===== config.mk =====
export PLATFORM = sky130hd
export DESIGN_NAME = fsm_multi_seq_flat
export DESIGN_NICKNAME = d
export VERILOG_FILES = /design/src/rtl/fsm_multi_seq_pkg.sv /design/src/rtl/fsm_multi_seq_if.sv /design/src/rtl/fsm_seq_chan.sv /design/src/rtl/fsm_multi_seq.sv /design/src/flat_wrapper.sv
export SDC_FILE = /design/constraint.sdc
export NUM_CORES = 1
export LEC_CHECK = 0
export BUFFER_PORTS_ARGS = -buffer_cell sky130_fd_sc_hd__buf_4
export CAP_MARGIN = 20
export CORE_MARGIN = 2
export CORE_UTILIZATION = 40
export DETAILED_ROUTE_END_ITERATION = 7
export PLACE_DENSITY = 0.67
export SETUP_SLACK_MARGIN = 0.02
export SYNTH_ARGS = -nofsm -noshare
export SYNTH_HDL_FRONTEND = slang
export SYNTH_SLANG_ARGS = --single-unit
export TNS_END_PERCENT = 20

===== constraint.sdc =====
create_clock -name clk -period 2.3 [get_ports clk]
set_clock_uncertainty 0.2 [all_clocks]
set_input_delay 0.115 -clock clk [delete_from_list [all_inputs] [get_ports clk]]
set_output_delay 0.115 -clock clk [all_outputs]
set_load 0.005 [all_outputs]

===== src/rtl/fsm_multi_seq_pkg.sv =====
// Shared types and helpers for the multi-channel qualification FSM.
// State encoding is fixed so traces stay readable across versions.
package fsm_multi_seq_pkg;

  typedef enum logic [1:0] {
    IDLE    = 2'd0,
    STATE_1 = 2'd1,
    FINAL   = 2'd2,
    COOL    = 2'd3
  } state_t;

  function automatic int seq_w(input int arm, input int cool);
    int m;
    int w;
    m = (arm > cool) ? arm : cool;
    w = $clog2(m + 1);
    return (w < 1) ? 1 : w;
  endfunction

endpackage


===== src/rtl/fsm_multi_seq_if.sv =====
// Channel bundle between a level-input driver and the qualifier.
// Master drives inputs and clear, slave returns decoded state.
interface fsm_multi_seq_if #(
  parameter int NCH   = 4,
  parameter int CNT_W = 8
);
  logic                   clr;
  logic [NCH-1:0]         a;
  logic [NCH-1:0]         out1;
  logic [NCH-1:0]         out2;
  logic [NCH-1:0]         busy;
  logic                   any_final;
  logic [NCH*CNT_W-1:0]   hit_cnt;

  modport master (
    output clr,
    output a,
    input  out1,
    input  out2,
    input  busy,
    input  any_final,
    input  hit_cnt
  );

  modport slave (
    input  clr,
    input  a,
    output out1,
    output out2,
    output busy,
    output any_final,
    output hit_cnt
  );
endinterface


===== src/rtl/fsm_seq_chan.sv =====
// One qualification channel: Moore FSM, shared arm/cool counter,
// saturating hit counter with synchronous clear.
module fsm_seq_chan
  import fsm_multi_seq_pkg::*;
#(
  parameter int ARM_CYCLES  = 1,
  parameter int COOL_CYCLES = 0,
  parameter int CNT_W       = 8
) (
  input  logic             clk,
  input  logic             rst,
  input  logic             clr,
  input  logic             a,
  output logic             out1,
  output logic             out2,
  output logic             busy,
  output logic [CNT_W-1:0] hit
);

  localparam int SW = seq_w(ARM_CYCLES, COOL_CYCLES);
  localparam logic [SW-1:0] ARM_N  = SW'(ARM_CYCLES);
  localparam logic [SW-1:0] COOL_N = SW'(COOL_CYCLES);
  localparam logic [SW-1:0] ONE    = SW'(1);

  state_t           st_q;
  state_t           st_d;
  logic [SW-1:0]    sc_q;
  logic [SW-1:0]    sc_d;
  logic [CNT_W-1:0] hit_q;
  logic [CNT_W-1:0] hit_d;
  logic             inc;

  always_ff @(posedge clk or posedge rst) begin
    if (rst) begin
      st_q  <= IDLE;
      sc_q  <= '0;
      hit_q <= '0;
    end else begin
      st_q  <= st_d;
      sc_q  <= sc_d;
      hit_q <= hit_d;
    end
  end

  always_comb begin
    st_d = st_q;
    sc_d = sc_q;
    inc  = 1'b0;
    unique case (st_q)
      IDLE: begin
        if (a) begin
          st_d = STATE_1;
          sc_d = ONE;
        end
      end
      STATE_1: begin
        if (!a) begin
          st_d = IDLE;
          sc_d = '0;
        end else if (sc_q == ARM_N) begin
          st_d = FINAL;
          inc  = 1'b1;
        end else begin
          sc_d = sc_q + ONE;
        end
      end
      FINAL: begin
        if (!a) begin
          if (COOL_CYCLES > 0) begin
            st_d = COOL;
            sc_d = ONE;
          end else begin
            st_d = IDLE;
          end
        end
      end
      COOL: begin
        if (sc_q == COOL_N) begin
          st_d = IDLE;
        end else begin
          sc_d = sc_q + ONE;
        end
      end
      default: begin
        st_d = IDLE;
        sc_d = '0;
      end
    endcase
  end

  // clear wins over the old count but never swallows a same-cycle hit
  always_comb begin
    hit_d = hit_q;
    if (clr) begin
      hit_d = CNT_W'(inc);
    end else if (inc && (hit_q != {CNT_W{1'b1}})) begin
      hit_d = hit_q + CNT_W'(1);
    end
  end

  assign out1 = (st_q == STATE_1);
  assign out2 = (st_q == FINAL);
  assign busy = (st_q == COOL);
  assign hit  = hit_q;

endmodule


===== src/rtl/fsm_multi_seq.sv =====
// NCH independent qualification channels with packed hit counters
// and a combined FINAL indicator.
module fsm_multi_seq
  import fsm_multi_seq_pkg::*;
#(
  parameter int NCH         = 4,
  parameter int ARM_CYCLES  = 1,
  parameter int COOL_CYCLES = 0,
  parameter int CNT_W       = 8
) (
  input  logic            clk,
  input  logic            rst,
  fsm_multi_seq_if.slave  bus
);

  logic [NCH-1:0]       o1;
  logic [NCH-1:0]       o2;
  logic [NCH-1:0]       bz;
  logic [NCH*CNT_W-1:0] hc;

  for (genvar i = 0; i < NCH; i++) begin : g_ch
    fsm_seq_chan #(
      .ARM_CYCLES  (ARM_CYCLES),
      .COOL_CYCLES (COOL_CYCLES),
      .CNT_W       (CNT_W)
    ) u_ch (
      .clk  (clk),
      .rst  (rst),
      .clr  (bus.clr),
      .a    (bus.a[i]),
      .out1 (o1[i]),
      .out2 (o2[i]),
      .busy (bz[i]),
      .hit  (hc[i*CNT_W +: CNT_W])
    );
  end

  assign bus.out1      = o1;
  assign bus.out2      = o2;
  assign bus.busy      = bz;
  assign bus.hit_cnt   = hc;
  assign bus.any_final = |o2;

endmodule


===== src/flat_wrapper.sv =====
// flat-port wrapper written by rule: the top's interface ports become plain ports
module fsm_multi_seq_flat import fsm_multi_seq_pkg::*;
#(
  parameter int NCH         = 4,
  parameter int ARM_CYCLES  = 1,
  parameter int COOL_CYCLES = 0,
  parameter int CNT_W       = 8
)
  (clk, rst, bus_clr, bus_a, bus_out1, bus_out2, bus_busy, bus_any_final, bus_hit_cnt);
  fsm_multi_seq_if #(.NCH(NCH), .CNT_W(CNT_W)) bus_i ();
  input  logic clk;
  input  logic rst;
  input wire logic [$bits(bus_i.clr)-1:0] bus_clr;
  input wire logic [$bits(bus_i.a)-1:0] bus_a;
  output wire logic [$bits(bus_i.out1)-1:0] bus_out1;
  output wire logic [$bits(bus_i.out2)-1:0] bus_out2;
  output wire logic [$bits(bus_i.busy)-1:0] bus_busy;
  output wire logic [$bits(bus_i.any_final)-1:0] bus_any_final;
  output wire logic [$bits(bus_i.hit_cnt)-1:0] bus_hit_cnt;
  assign bus_i.clr = bus_clr;
  assign bus_i.a = bus_a;
  assign bus_out1 = bus_i.out1;
  assign bus_out2 = bus_i.out2;
  assign bus_busy = bus_i.busy;
  assign bus_any_final = bus_i.any_final;
  assign bus_hit_cnt = bus_i.hit_cnt;
  fsm_multi_seq #(.NCH(NCH), .ARM_CYCLES(ARM_CYCLES), .COOL_CYCLES(COOL_CYCLES), .CNT_W(CNT_W)) u_core (.clk(clk), .rst(rst), .bus(bus_i));
endmodule

==> results of run 1 <==
==> power groups by stage <==
stage | sequential, W | clock, W | combinational (W)
floorplan | 0.00106 | 0 | 0.000504
global placement | 0.00111 | 0 | 0.000639
detailed placement | 0.00112 | 0 | 0.000656
CTS | 0.00111 | 0.000608 | 0.000665
global route | 0.00115 | 0.000641 | 0.000742
finish | 0.00111 | 0.000594 | 0.000651
==> routing by layer <==
layer | wire, um | up-vias | GRT usage [%]
met2 | 2310 | 35 | 25.9
met4 | 56 | 0 | 4.50
met3 | 222 | 5 | 4.02
met1 | 2430 | 939 | 21.4
li1 | - | 1008 | -
met5 | 0 | - | 0
==> cell usage in the layout (no fill, tap or decap), types with 4 or more instances in the layout <==
cell / synthesis / layout
buf_4: 12 / 53
nor3_1: 5 / 5
o211ai_1: 10 / 10
inv_1: 7 / 6
a211oi_1: 5 / 5
nand2_1: 16 / 16
xor2_1: 8 / 8
clkbuf_8: 0 / 5
dfrtp_1: 44 / 44
nand4_1: 7 / 7
ha_1: 4 / 4
dlygate4sd3_1: 0 / 5
nor2b_1: 9 / 9
and3_1: 8 / 8
nand3_1: 9 / 9
and2_1: 7 / 7
and4_1: 4 / 4
a21oi_1: 11 / 11
nor2_1: 22 / 22
o21ai_0: 16 / 16
nand2b_1: 6 / 6
mux2i_1: 8 / 8
==> sequential cells by signal, indices dropped and copies added, names as in the netlist <==
register and count:
u_core.g_ch.u_ch.st_q 8, u_core.g_ch.u_ch.hit 32, u_core.g_ch.u_ch.sc_q 4
==> how the worst max path moves through the flow <==
stage	slack (ns)	endpoint	startpoint
finish	0.36	bus_any_final	u_core.g_ch[0].u_ch.st_q[1]$_DFFE_PP0P_
CTS	0.34	bus_any_final	u_core.g_ch[0].u_ch.st_q[1]$_DFFE_PP0P_
global placement	0.52	u_core.g_ch[2].u_ch.hit[6]$_DFFE_PP0P_	u_core.g_ch[2].u_ch.st_q[1]$_DFFE_PP0P_
detailed placement	0.46	u_core.g_ch[2].u_ch.hit[6]$_DFFE_PP0P_	u_core.g_ch[2].u_ch.hit[0]$_DFFE_PP0P_
floorplan	0.57	u_core.g_ch[2].u_ch.hit[6]$_DFFE_PP0P_	u_core.g_ch[2].u_ch.hit[0]$_DFFE_PP0P_
global route	0.24	bus_any_final	u_core.g_ch[0].u_ch.st_q[1]$_DFFE_PP0P_
==> kinds of logic after synthesis <==
group	synth area share [%]
compound gates	14.7
xor+xnor	3.23
fa+ha+maj	2.05
buf+inv	6.41
flops	45.1
mux	3.74
simple gates	24.8
==> critical path, stage by stage (launching register included) <==
cell     delay [ns]
dfrtp_1        0.46
nor2b_1        0.20
or4_1          0.52
buf_4          0.15
==> final cells by class <==
cell class,count,area [um2]
sequential,44,1100
multi-input combinational,186,1180
inverter,7,26.3
clock buffer,6,72.6
timing repair buffer,58,448
fill,570,2960
clock inverter,2,35.0
tap,75,93.8
==> repair_timing <==
item                      in CTS  in global routing
hold buffers                   5                  0
hold endpoints to repair      31                  0
setup buffers                  0                  0
==> through the flow <==
stage	hold slack, ns	power (W)	cells	cell area [um2]
finish	0.0226	0.00235	378	2960
global route	0.0355	0.00253	378	2960
CTS	0.0210	0.00238	378	2960
detailed placement	0.0328	0.00178	365	2800
global placement	0.0319	0.00175	365	2800
floorplan	0.0276	0.00157	257	2440
==> metrics.md, run 1 <==
| Metric | Value |
|---|---|
| Status | `completed` |
| Register area share after synthesis | `45.1%` |
| Crit-path max FO | `9` |
| Routed wire length per instance | `13.3 um` |
| Final Hold Vio Count | `0` |
| Pwr/cell area | `795 nW/um2` |
| Die Area | `6740 um2` |
| Cell area after synthesis | `2440 um2` |
| Starting Density | `41.2%` |
| WHS Path Cells | `2` |
| Internal power | `0.00160 W` |
| Sw frac | `32.0%` |
| Type of the tightest min-delay check | `primary input to register` |
| Worst Path Required | `1.99 ns` |
| Syn Area/Cell | `9.50 um2` |
| H-Tree Level Count | `2` |
| Peak Freq | `0.516 GHz` |
| Clk slew on worst S/H paths | `0.09 ns` |
| Syn Inst Count | `257` |
| Final Core Density | `50.0%` |
| CTS Buf Count | `5` |
| Number of global-route vias before repair | `1,776` |
| Worst Hold Endpoint | `u_core.g_ch[1].u_ch.hit[5]$_DFFE_PP0P_` |
| IO buf count | `51` |
| DRT Pass-1 Iters | `4` |
| CTS resizes | `0` |
| Final worst setup slack | `0.360 ns` |
| RSZ-0062 raised after global routing | `no` |
| Worst skew pair latency | `0.30 ns` |
| R2r startpoint | `u_core.g_ch[2].u_ch.hit[0]$_DFFE_PP0P_` |
| Crit path kind | `register to output port` |
| Antenna violations before repair | `0` |
| Ys async rst share | `100%` |
| Ports | `52` |
| Comb power frac | `27.7%` |
| DP HPWL | `3640 um` |
| Max cap viols | `0` |
| Antenna diode instance count | `0` |
| Primary FF master, synth | `dfrtp_1` |
| Row count | `28` |
| P&R area growth vs syn | `21.3%` |
| Synth area leaders | `dfrtp_1, buf_4, nor2_1` |
| RD Place Congestion | `0.795` |
| Pin count of the biggest net entering global routing | `39` |
| Top cell type's share of synthesized area | `45.1%` |
| Die span in x | `82.1 um` |
| Yosys reg bits | `44` |
| Core Footprint | `5920 um2` |
| Flop2flop setup slack | `0.43 ns` |
| DRT iter0 DRCs | `62` |
| Synth unique cells | `42` |
| Cell count of the worst reg-to-reg path | `5` |
| Setup Viol. Count Final | `0` |
| CP Capture Type | `output port` |
| Slew HR | `43.7%` |
| Warnings, synthesis | `0` |
| Drt via density | `5.26` |
| Most common cell in the netlist | `dfrtp_1` |
| VDD IR max | `0.000538 V` |
| Crit start category | `register` |
| Yosys top cell by area | `dfrtp_1` |
| Number of synthesized flops with an enable pin | `0` |
| Drt drc | `0` |
| Hold_sp | `bus_clr` |
| Detail Route Antenna Nets | `0` |
| Setup TNS | `0 ns` |
| CTS tree | `built` |
| Vias | `1,987` |
| WL final | `5020 um` |
| Die Y | `82.1 um` |
| Worst-Margin Slew | `0.839 ns` |
| Clock sinks | `44` |
| # nets final | `313` |
| Synth Net Count | `268` |
| Gr usage total | `16.0%` |
| Worst flop-to-flop path endpoint | `u_core.g_ch[2].u_ch.hit[6]$_DFFE_PP0P_` |
| Final period util | `84.3%` |
| Max Slew Vio Count | `0` |
| Reg power frac | `47.1%` |
| Pre-CTS setup slack | `0.463 ns` |
| CTS max path bufs | `2` |
| Crit path DAT | `1.62 ns` |
| First-pass GRT wire length | `8390 um` |
| Clock root cell | `clkbuf_8` |
| Total gr overflow | `0` |
| Min cycle time layout | `1.94 ns` |
| Switch Pwr | `0.000754 W` |
| Clock share of power | `25.2%` |
| Top cells by count, synth | `dfrtp_1, nor2_1, nand2_1, o21ai_0, buf_4` |
| Proportion of layout cells with a drive suffix above 1 | `22.8%` |
| Lkg Pwr | `1.40 nW` |
Note: power is estimated with default switching activity, not from simulation.
==> run 2, diff against run 1 <==
Settings changed: PLACE_DENSITY 0.67 to 0.69.
Clock period 2.3 ns to 1.7 ns, I/O delays scaled along.
==> run 2 against run 1 <==
Power up 54%. The flow now finishes with violations (negative setup slack). Non-clock buffer count grew 34. Sequential power increased by 24%. Worst hold slack gained 0.15 ns. Routed wire length is 11% higher. Clock power grew 36%. Global-route usage rose by 1.4 points. Via count increased by 9.3%. Combinational power is 120% higher. Cell count up 9.0%. Sequential cell count stayed put. Critical path depth grew 1.
==> metrics.md, run 2 (same netlist as run 1, synthesis figures left out) <==
| Metric | Value |
|---|---|
| Status | `complete, but fails checks (was completed)` |
| Failing checks | `negative setup slack` |
| CTS Buf Count | `5 (unchanged)` |
| Lkg Pwr | `1.58 nW (was 1.40 nW)` |
| Crit path DAT | `1.55 ns (was 1.62 ns)` |
| WL final | `5540 um (was 5020 um)` |
| Proportion of layout cells with a drive suffix above 1 | `36.5% (was 22.8%)` |
| Ports | `52 (unchanged)` |
| Total gr overflow | `0 (unchanged)` |
| Clk slew on worst S/H paths | `0.08 ns (was 0.09 ns)` |
| Final Hold Vio Count | `0 (unchanged)` |
| Pin count of the biggest net entering global routing | `45 (was 39)` |
| Dpl cell area | `3040 um2 (was 2800 um2)` |
| Row count | `28 (unchanged)` |
| Crit path kind | `register to output port (unchanged)` |
| Pwr/cell area | `1080 nW/um2 (was 795 nW/um2)` |
| First-pass GRT wire length | `9110 um (was 8390 um)` |
| Crit-path max FO | `2 (was 9)` |
| CP Capture Type | `output port (unchanged)` |
| Die Area | `6740 um2 (unchanged)` |
| Antenna diode instance count | `0 (unchanged)` |
| # nets final | `347 (was 313)` |
| Setup Viol. Count Final | `1 (was 0)` |
| Worst skew pair latency | `0.30 ns (about the same)` |
| Vias | `2,171 (was 1,987)` |
| H-Tree Level Count | `2 (unchanged)` |
| Total design power | `0.00362 W (was 0.00235 W)` |
| Antenna violations before repair | `0 (unchanged)` |
| Die Y | `82.1 um (unchanged)` |
| Most common cell after layout, fill and taps aside | `buf_4 (unchanged)` |
| Top Family by Delay on Critical Path | `simple AND/OR/NAND/NOR gates (unchanged)` |
| Largest register FFs | `32 (unchanged)` |
| Worst-Margin Slew | `0.421 ns (was 0.839 ns)` |
| Gr usage total | `17.5% (was 16.0%)` |
| Most frequent cells in the layout | `buf_4, dfrtp_1, nor2_1 (unchanged)` |
| RSZ-0062 raised after global routing | `yes (was no)` |
| Drt via density | `5.27 (was 5.26)` |
| Final period util | `108%` |
| Routed wire length per instance | `13.5 um (was 13.3 um)` |
| Peak Freq | `0.545 GHz` |
| Core Footprint | `5920 um2 (unchanged)` |
| Clock sinks | `44 (unchanged)` |
| CTS max path bufs | `2 (unchanged)` |
| Worst Path Required | `1.41 ns (was 1.99 ns)` |
| R2r startpoint | `u_core.g_ch[0].u_ch.hit[1]$_DFFE_PP0P_ (was u_core.g_ch[2].u_ch.hit[0]$_DFFE_PP0P_)` |
| Min cycle time layout | `1.83 ns` |
| Max cap viols | `0 (unchanged)` |
| IO buf count | `51 (unchanged)` |
| DRT iter0 DRCs | `111 (was 62)` |
| Crit start category | `register (unchanged)` |
| Slew HR | `72.0% (was 43.7%)` |
| Die span in x | `82.1 um (unchanged)` |
| CP startpoint | `u_core.g_ch[3].u_ch.st_q[1]$_DFFE_PP0P_ (was u_core.g_ch[0].u_ch.st_q[1]$_DFFE_PP0P_)` |
| P&R area growth vs syn | `37.4% (was 21.3%)` |
| Clock root cell | `clkbuf_8 (unchanged)` |
| Worst path buffer plus inverter count | `2 (was 1)` |
| RD Place Congestion | `0.798 (was 0.795)` |
| DRT Pass-1 Iters | `4 (unchanged)` |
| Type of the tightest min-delay check | `primary input to asynchronous set/reset pin (was primary input to register)` |
| CTS tree | `built (unchanged)` |
| VDD IR max | `0.000733 V (was 0.000538 V)` |
| Worst stage delay on the critical path | `0.51 ns (was 0.52 ns)` |
| Detail Route Antenna Nets | `0 (unchanged)` |
| Drt drc | `0 (unchanged)` |
| DP HPWL | `3760 um (was 3640 um)` |
| Max Slew Vio Count | `0 (unchanged)` |
| Number of global-route vias before repair | `1,982 (was 1,776)` |
| CP max-delay cell | `or4_4 (was or4_1)` |
| Starting Density | `41.2% (unchanged)` |
| Final worst setup slack | `-0.134 ns (was 0.360 ns)` |
| Crit-path most repeated cell | `buf_6` |
| Design area | `3350 um2 (was 2960 um2)` |
| Crit-path cells | `buf_6 -> nor2b_4 -> or4_4 -> buf_6 (was nor2b_1 -> or4_1 -> buf_4)` |
## run 2: changes by cell type in the layout (fill, tap and decap cells not counted), moves of 3 or more
| cell | previous run | this run |
|---|---|---|
| nand3_1 | 9 | 6 |
| dfrtp_1 | 44 | 40 |
| dfrtp_2 | 0 | 4 |
| buf_4 | 53 | 83 |
## run 2: worst paths after layout
check / to / slack, ns / depth (start not counted)
min in group clk: u_core.g_ch[1].u_ch.st_q[1]$_DFFE_PP0P_ / 0.37 / 4
worst max-delay path: bus_any_final / -0.13 / 4
max in group asynchronous: u_core.g_ch[0].u_ch.hit[5]$_DFFE_PP0P_ / 0.91 / 4
worst min register to register: u_core.g_ch[1].u_ch.sc_q$_DFFE_PP0P_ / 0.37 / 2
worst min-delay path: u_core.g_ch[2].u_ch.st_q[0]$_DFFE_PP0P_ / 0.18 / 4
worst max register to register: u_core.g_ch[0].u_ch.hit[3]$_DFFE_PP0P_ / 0.04 / 5
## run 2: area by class of cell
class | instances | area (um2)
fillers | 532 | 2570
well taps | 75 | 93.8
flip-flops and latches | 44 | 1110
clock buffers | 6 | 72.6
inverters | 7 | 26.3
clock inverters | 2 | 35.0
repair buffers | 92 | 726
multi-input cells | 186 | 1290
## run 2: repair_timing
item / 4_1_cts / 5_1_grt
endpoints found under the hold margin: 61 / 0
resized for setup: 5 / 27
pin swaps: 1 / 5
hold buffers: 6 / 0
endpoints found under the setup margin: 1 / 15
buffers inserted: 2 / 2
## run 2: metrics by stage
step	setup TNS, ns	util (%)	setup WS, ns	hold slack [ns]	instances
floorplan	0	-	0.0347	-0.00241	257
global placement	0	51.3	0.0566	-0.0511	394
detailed placement	0	51.3	0.0436	-0.0471	394
CTS	-0.144	54.7	-0.144	0.182	410
global route	-0.222	56.7	-0.191	0.189	412
finish	-0.134	56.7	-0.134	0.175	412
## run 2: worst register-to-register path: cells and delay by family, from the launching register on
family                 cells  cell delay, ns
DFF                        1            0.37
AOI/OAI and AO/OA          1            0.13
and+or+nand+nor            3            0.79
buffers and inverters      1            0.13
## run 2: layer usage
layer / up-vias / global-route usage (%) / share of wire (%)
met1: 1042 / 23.6 / 45
met5: - / 0 / 0
met4: 0 / 5.83 / 1.3
met2: 41 / 27.9 / 50
met3: 5 / 3.80 / 3.9
li1: 1083 / - / -
## run 2: power breakdown
part | internal, W | total (W) | switching [W]
registers | 0.00123 | 0.00138 | 0.000151
clock network | 0.000437 | 0.000806 | 0.000369
logic | 0.000823 | 0.00143 | 0.000605
total | 0.00249 | 0.00362 | 0.00113
